File: src/rtl/cic_comb_decimator_pkg.sv
// Shared defaults for the CIC comb/decimator datapath.
// Widths, stage count and rate width used as parameter defaults.
package cic_comb_decimator_pkg;

  localparam int CIC_IN_W   = 32;
  localparam int CIC_OUT_W  = 24;
  localparam int CIC_STAGES = 3;
  localparam int CIC_RATE_W = 8;

endpackage

File: src/rtl/cic_comb_decimator_comb.sv
// One CIC comb stage: y = x - x[-1] on each valid sample.
// The delay register only advances on valid input.
module cic_comb
  import cic_comb_decimator_pkg::*;
#(
  parameter int WIDTH = CIC_IN_W
) (
  input  logic             i_clock,
  input  logic             i_reset,
  input  logic             i_valid,
  input  logic [WIDTH-1:0] i_data,
  output logic             o_valid,
  output logic [WIDTH-1:0] o_data
);

  logic [WIDTH-1:0] r_dly;
  logic [WIDTH-1:0] r_y;
  logic             r_vld;

  always_ff @(posedge i_clock) begin
    if (i_reset) begin
      r_dly <= '0;
      r_y   <= '0;
      r_vld <= 1'b0;
    end else begin
      r_vld <= i_valid;
      if (i_valid) begin
        r_y   <= i_data - r_dly;
        r_dly <= i_data;
      end
    end
  end

  assign o_valid = r_vld;
  assign o_data  = r_y;

endmodule

File: src/rtl/cic_comb_decimator.sv
// CIC decimator back end: rate counter, STAGES combs, output scaling.
// Define CIC_COMB_ROUND_EN for round-half-up with positive saturation.
module cic_comb_decimator
  import cic_comb_decimator_pkg::*;
#(
  parameter int IN_WIDTH  = CIC_IN_W,
  parameter int OUT_WIDTH = CIC_OUT_W,
  parameter int STAGES    = CIC_STAGES,
  parameter int RATE_W    = CIC_RATE_W
) (
  input  logic                 i_clock,
  input  logic                 i_reset,
  input  logic                 i_in_strobe,
  input  logic [IN_WIDTH-1:0]  i_in_data,
  input  logic [RATE_W-1:0]    i_decim_rate,
  output logic                 o_out_strobe,
  output logic [OUT_WIDTH-1:0] o_out_data
);

  localparam int SH = IN_WIDTH - OUT_WIDTH;

  logic [RATE_W-1:0]    r_cnt;
  logic [RATE_W-1:0]    w_last;
  logic                 w_dec;
  logic [IN_WIDTH-1:0]  r_cap;
  logic                 r_cap_vld;
  logic                 w_vld [STAGES+1];
  logic [IN_WIDTH-1:0]  w_dat [STAGES+1];
  logic [OUT_WIDTH-1:0] w_out;
  logic                 r_ostb;
  logic [OUT_WIDTH-1:0] r_odat;

  // Rates 0 and 1 both decimate on every strobe.
  assign w_last = (i_decim_rate == '0) ? '0
                : i_decim_rate - RATE_W'(1);
  assign w_dec  = i_in_strobe && (r_cnt >= w_last);

  always_ff @(posedge i_clock) begin
    if (i_reset) begin
      r_cnt     <= '0;
      r_cap     <= '0;
      r_cap_vld <= 1'b0;
    end else begin
      r_cap_vld <= w_dec;
      if (w_dec) begin
        r_cap <= i_in_data;
        r_cnt <= '0;
      end else if (i_in_strobe) begin
        r_cnt <= r_cnt + RATE_W'(1);
      end
    end
  end

  assign w_vld[0] = r_cap_vld;
  assign w_dat[0] = r_cap;

  for (genvar k = 0; k < STAGES; k++) begin : g_comb
    cic_comb #(
      .WIDTH (IN_WIDTH)
    ) u_comb (
      .i_clock (i_clock),
      .i_reset (i_reset),
      .i_valid (w_vld[k]),
      .i_data  (w_dat[k]),
      .o_valid (w_vld[k+1]),
      .o_data  (w_dat[k+1])
    );
  end

  if (SH == 0) begin : g_pass
    assign w_out = w_dat[STAGES];
  end else begin : g_scale
`ifdef CIC_COMB_ROUND_EN
    localparam logic [IN_WIDTH-1:0] HALF =
      IN_WIDTH'(1) << (SH - 1);
    logic [IN_WIDTH-1:0] w_sum;
    logic                w_ovf;
    assign w_sum = w_dat[STAGES] + HALF;
    // Only a non-negative value can overflow when adding +HALF.
    assign w_ovf = ~w_dat[STAGES][IN_WIDTH-1]
                 & w_sum[IN_WIDTH-1];
    assign w_out = w_ovf
                 ? {1'b0, {(OUT_WIDTH-1){1'b1}}}
                 : w_sum[IN_WIDTH-1 -: OUT_WIDTH];
`else
    assign w_out = w_dat[STAGES][IN_WIDTH-1 -: OUT_WIDTH];
`endif
  end

  always_ff @(posedge i_clock) begin
    if (i_reset) begin
      r_ostb <= 1'b0;
      r_odat <= '0;
    end else begin
      r_ostb <= w_vld[STAGES];
      if (w_vld[STAGES]) begin
        r_odat <= w_out;
      end
    end
  end

  assign o_out_strobe = r_ostb;
  assign o_out_data   = r_odat;

endmodule
File: config.mk
export PLATFORM = sky130hd
export DESIGN_NAME = cic_comb_decimator
export DESIGN_NICKNAME = d
export VERILOG_FILES = /design/src/rtl/cic_comb_decimator_pkg.sv /design/src/rtl/cic_comb_decimator_comb.sv /design/src/rtl/cic_comb_decimator.sv
export SDC_FILE = /design/constraint.sdc
export NUM_CORES = 1
export LEC_CHECK = 0
export ABC_AREA = 0
export BUFFER_PORTS_ARGS = -buffer_cell sky130_fd_sc_hd__buf_4
export CORE_ASPECT_RATIO = 2
export CORE_UTILIZATION = 43
export DETAILED_ROUTE_END_ITERATION = 7
export PLACE_DENSITY_LB_ADDON = 0.05
export SYNTH_ARGS = -nofsm -noshare
export SYNTH_HDL_FRONTEND = slang
export SYNTH_HIERARCHICAL = 1
export SYNTH_SLANG_ARGS = --single-unit
File: constraint.sdc
create_clock -name i_clock -period 2.9 [get_ports i_clock]
set_clock_uncertainty 0.1 [all_clocks]
set_input_delay 0.435 -clock i_clock [delete_from_list [all_inputs] [get_ports i_clock]]
set_output_delay 0.435 -clock i_clock [all_outputs]
set_load 0.01 [all_outputs]
## After elaboration in Yosys (flattened, before gate mapping)

Index checks and enable logic that the tools add are counted.

- Output and inout port bits: 25
- Bits in registers: 261
- Logic and storage cells: 24

- Reduce and logical (&&, ||, !) cells: 3
- Order comparisons: 1
- $add $sub $neg: 5
- Muxes and demuxes: 1

Operators by type and width:

| kind | number |
|---|---|
| 32-bit subtractor | 3 |
| 8-bit by 1-bit adder with 8-bit output (second input constant) | 1 |
| 8-bit >= comparator | 1 |
| 8-bit logical NOT | 1 |
| 8-bit 2-to-1 mux | 1 |
| 8-bit by 1-bit subtractor with 8-bit output (second input constant) | 1 |
| 2-bit OR reduction | 1 |
| 1-bit logical AND | 1 |

## Longest topological paths before layout

- Depth after elaboration: 5
- Depth in mapped cells: 12
- Gate-level depth less buffers: 12

## Cells and area by module

Netlist, hierarchy kept.

By module, submodules not included:

| module | cells an instance | instances | area each (um2) |
|---|---|---|---|
| cic_comb at g_comb[0].u_comb ... | 510 | 2 | 4162.7 |
| cic_comb at g_comb[2].u_comb | 476 | 1 | 3951.3 |
| cic_comb_decimator | 303 | 1 | 3083.0 |

## Worst setup path before layout

OpenSTA, ideal clock, no wires.

- Kind: reg2reg
- Start: register g_comb[1].u_comb.r_y[0]
- End: register g_comb[2].u_comb.r_y[30]
- Period minus slack after synthesis: 2.971 ns
- Cell stages (with the launch flop): 13
- Path buffers: 0
- Data required time: 2.664 ns
- Arrival time: 2.735 ns
- Path slack: -0.071 ns
- Path through: dfxtp_1 -> inv_1 -> ha_1 -> fa_1 -> and2b_4 -> o31a_4 -> o211a_1 -> a211o_2 -> a221o_2 -> a221oi_4 -> o21ai_1 -> xnor2_1 -> o22ai_1

- Cells in the longest elaborated chain, start to end: 1

RTL lines:

| what | line | source |
|---|---|---|
| start, declared | cic_comb_decimator_comb.sv:17 | `logic [WIDTH-1:0] r_y;` |
| start signal, assigned | cic_comb_decimator_comb.sv:28 | `r_y <= i_data - r_dly;` |
| 32-bit subtractor | cic_comb_decimator_comb.sv:28 |  |
| end signal, assigned | cic_comb_decimator_comb.sv:28 |  |
| end, declared | cic_comb_decimator_comb.sv:17 |  |

No other way between the ends.
A chain may end at the register's enable or synchronous reset.

## Worst setup path in the final report

Ends and elaborated chain as after synthesis.

==> impl_metrics.ini <==
[placement]
global_placement_routability_congestion = 0.933
post-place-ws_ps = -321
port_buffers = 67
hpwlAfterDp_um = 28800
detailed_place.area_sq_um = 16600

[layout]
flow.area_growth_from_synthesis_pct = 16.4
antenna-diode-count = 0
design_area_sq_um = 17500
final_layout_size_suffix_gt1_share_pct = 14.8
final_net_count = 2019
fill_cells = 3406

[drt]
drc_errors_left = 0
dr.first_iter.drc_count = 314
num_vias = 12400
wl_um = 37000
wire_per_inst_um = 15.9
first_pass_iters = 7
vias_per_cell = 5.31
antenna_left = 0

[floorplan]
floorplan.initialDensity_pct = 43.7
dieHeight_um = 266
ios = 68
fp.dieArea_sq_um = 35700
core_area_sq_um = 34400
die_width_um = 134
core.rowCount = 96

[synth]
yosysWarningCount = 6
synth_nets = 1908
synth_area_sq_um = 15000
number_of_instances_in_the_synthesized_netlist = 1759
average_instance_area_after_synthesis_sq_um = 8.54

[outcome]
outcome = complete, but fails checks
failed_checks = setup timing

[clock_network]
numCtsBuffers = 23
cts_htree_levels = 1
clk_pin_slew_ps = 70
cts_sinks = 253
cts-root-to-sink-buffers = 3
worstSkewPairLatency_ps = 530
cts_root_buf = clkbuf_16
tritoncts_clock_tree = built

[timing]
timing.fmax_ghz = 0.333
final.setup.tns_ps = -215
tightestPinTransition_ps = 747
hold_violations = 0
timing.max_slew.rel_slack_pct = 50.0
layout_min_cycle_time_ps = 3000
setup_viol = 4
part_of_the_cycle_the_worst_path_needs_pct = 104
timing.final.ws_setup_ps = -104
rsz_0062_raised_after_global_routing = yes
timing_max_transition_violations_final = 0

[critical_path]
buf_inv_stages_crit_path = 1
worst-endpoint-required_ps = 3200
critPathSlowestCell = a221o_2
crit_path_max_fanout = 3
reg2reg_to = g_comb[2].u_comb/o_data[30]
timing.rr.start = g_comb[1].u_comb/o_data[0]
worstSetupStartpointType = flop
cp_data_arrival_time_ps = 3300
endpoint_kind = flop
crit_cells = 12
worstSetupPathType = flop to flop
timing.critical_path.cells = inv_2 -> ha_4 -> fa_2 -> and2b_4 -> o31a_4 -> o211a_4 -> a211o_4 -> a221o_2 -> a221oi_4 -> o21ai_1 -> xnor2_1 -> o22ai_1
critical_path.top_delay_family = compound AO/OA/AOI/OAI gates
timing.reg2reg.worst_path_depth = 12
ff2ff_setup_slack_ps = -100
timing.critical_path.slowest_cell_delay_ps = 400

[power]
power_share_of_the_sequential_group_pct = 49.9
p_leak_nw = 7.32
clkPwrFrac_pct = 45.4
combPwrFrac_pct = 4.6
switching_share_pct = 21.7
power.internal_mw = 5.46
max-vdd-ir-drop_uv = 450
pwr_density_cell_nw_per_um2 = 399
total_power_mw = 6.98
p_switching_mw = 1.52

[hold_path]
min-delay-path-class = input pin to flop
worstHoldEndpoint = r_cap[19]
min_delay_path_depth = 3
hold_start = i_in_data[19]

[global_routing]
global_route.overflow_total = 0
number_of_antenna_violations_at_the_first_check_in_global_routing = 0
via_count_of_the_first_global_routing_pass = 12300
grt.total_usage_pct = 21.1
grt_max_degree = 164
grt_pass1_wl_um = 60800

[job]
maxCapViolations = 0
[how the worst max path moves through the flow]
stage / to / from / slack (ps)
finish: g_comb[2].u_comb/o_data[30] / g_comb[1].u_comb/o_data[0] / -100
global route: g_comb[2].u_comb/o_data[30] / g_comb[1].u_comb/o_data[0] / -190
CTS: g_comb[2].u_comb/o_data[30] / g_comb[1].u_comb/o_data[0] / -120
detailed placement: r_cnt[1] / i_decim_rate[5] / -320
global placement: r_cnt[7] / i_decim_rate[5] / -280
floorplan: g_comb[2].u_comb/o_data[30] / g_comb[1].u_comb/o_data[0] / 3
[power groups by stage]
stage	Clock [mW]	Sequential, mW	Combinational (mW)
6_report	3.17	3.48	0.323
5_1_grt	3.43	3.48	0.355
4_1_cts	3.30	3.48	0.327
3_5_place_dp	0	3.56	0.325
3_3_place_gp	0	3.56	0.322
2_1_floorplan	0	3.56	0.201
[through the flow]
| step | std cells | util (%) | hold WS [ps] |
|---|---|---|---|
| floorplan | 1759 | - | 352 |
| global placement | 2284 | 48.2 | 371 |
| detailed placement | 2284 | 48.2 | 372 |
| CTS | 2327 | 50.7 | 35.1 |
| global route | 2327 | 50.9 | 58.0 |
| finish | 2327 | 50.9 | 61.7 |
[placed cells by master (no fill, tap or decap), types with 5 or more instances in the layout]
cell         n
dfxtp_1    246
nor2_1     219
mux2i_1    186
buf_4      165
nand2_1    130
inv_1      122
ha_1       101
a21oi_1     89
nand2b_1    77
o21ai_0     66
xnor2_1     43
a21o_1      32
xor2_1      31
nor3_1      23
clkbuf_16   23
nand3_1     22
o211ai_1    19
nand4_1     18
a211oi_1    17
nor2b_1     13
o21bai_1    13
and3_1      12
o22ai_1     12
o21a_1      11
o31ai_1     11
a31oi_1      8
nor3b_2      7
or3_1        7
dfxtp_2      7
nor3b_1      6
a221oi_1     6
a211oi_2     6
a22oi_1      6
clkbuf_8     5
clkinv_2     5
o2111a_1     5
o21ai_1      5
buf_12       5
[repair_timing]
action	4_1_cts	5_1_grt
setup buffers	2	1
hold buffers	0	0
endpoints found under the hold margin	0	0
resized for setup	16	12
pin swaps	13	9
endpoints found under the setup margin	6	14
[worst min-delay path: cells and delay by family]
family / cells / cell delay (ps)
multiplexers: 1 / 100
buffers and inverters: 1 / 70
AND/OR/NAND/NOR: 1 / 40
[cell type report]
type	instances	area, sq um	share of cell area (%)
timing repair buffer	171	1350	7.74
multi-input combinational	1297	9240	52.9
clock inverter	11	140	0.802
sequential	253	5070	29.0
clock buffer	30	642	3.67
inverter	124	465	2.66
tap	441	552	3.16
[state kept, by name, summed over array words and instances, names as in the netlist]
name / flops
r_cnt: 8
g_comb.u_comb/o_valid: 3
o_out_data: 24
r_cap: 32
r_cap_vld: 1
g_comb.u_comb/r_dly: 96
o_out_strobe: 1
g_comb.u_comb/o_data: 88
[per-layer routing]
metal  up-vias  track usage [%]  wire length [um]
li1       6339                -                 -
met1      5690             20.1             13500
met2       227             42.8             20600
met3       104             1.79               879
met4         0             12.0              2110
met5         -                0                 0
No activity file was read; power rests on OpenSTA's default activity.
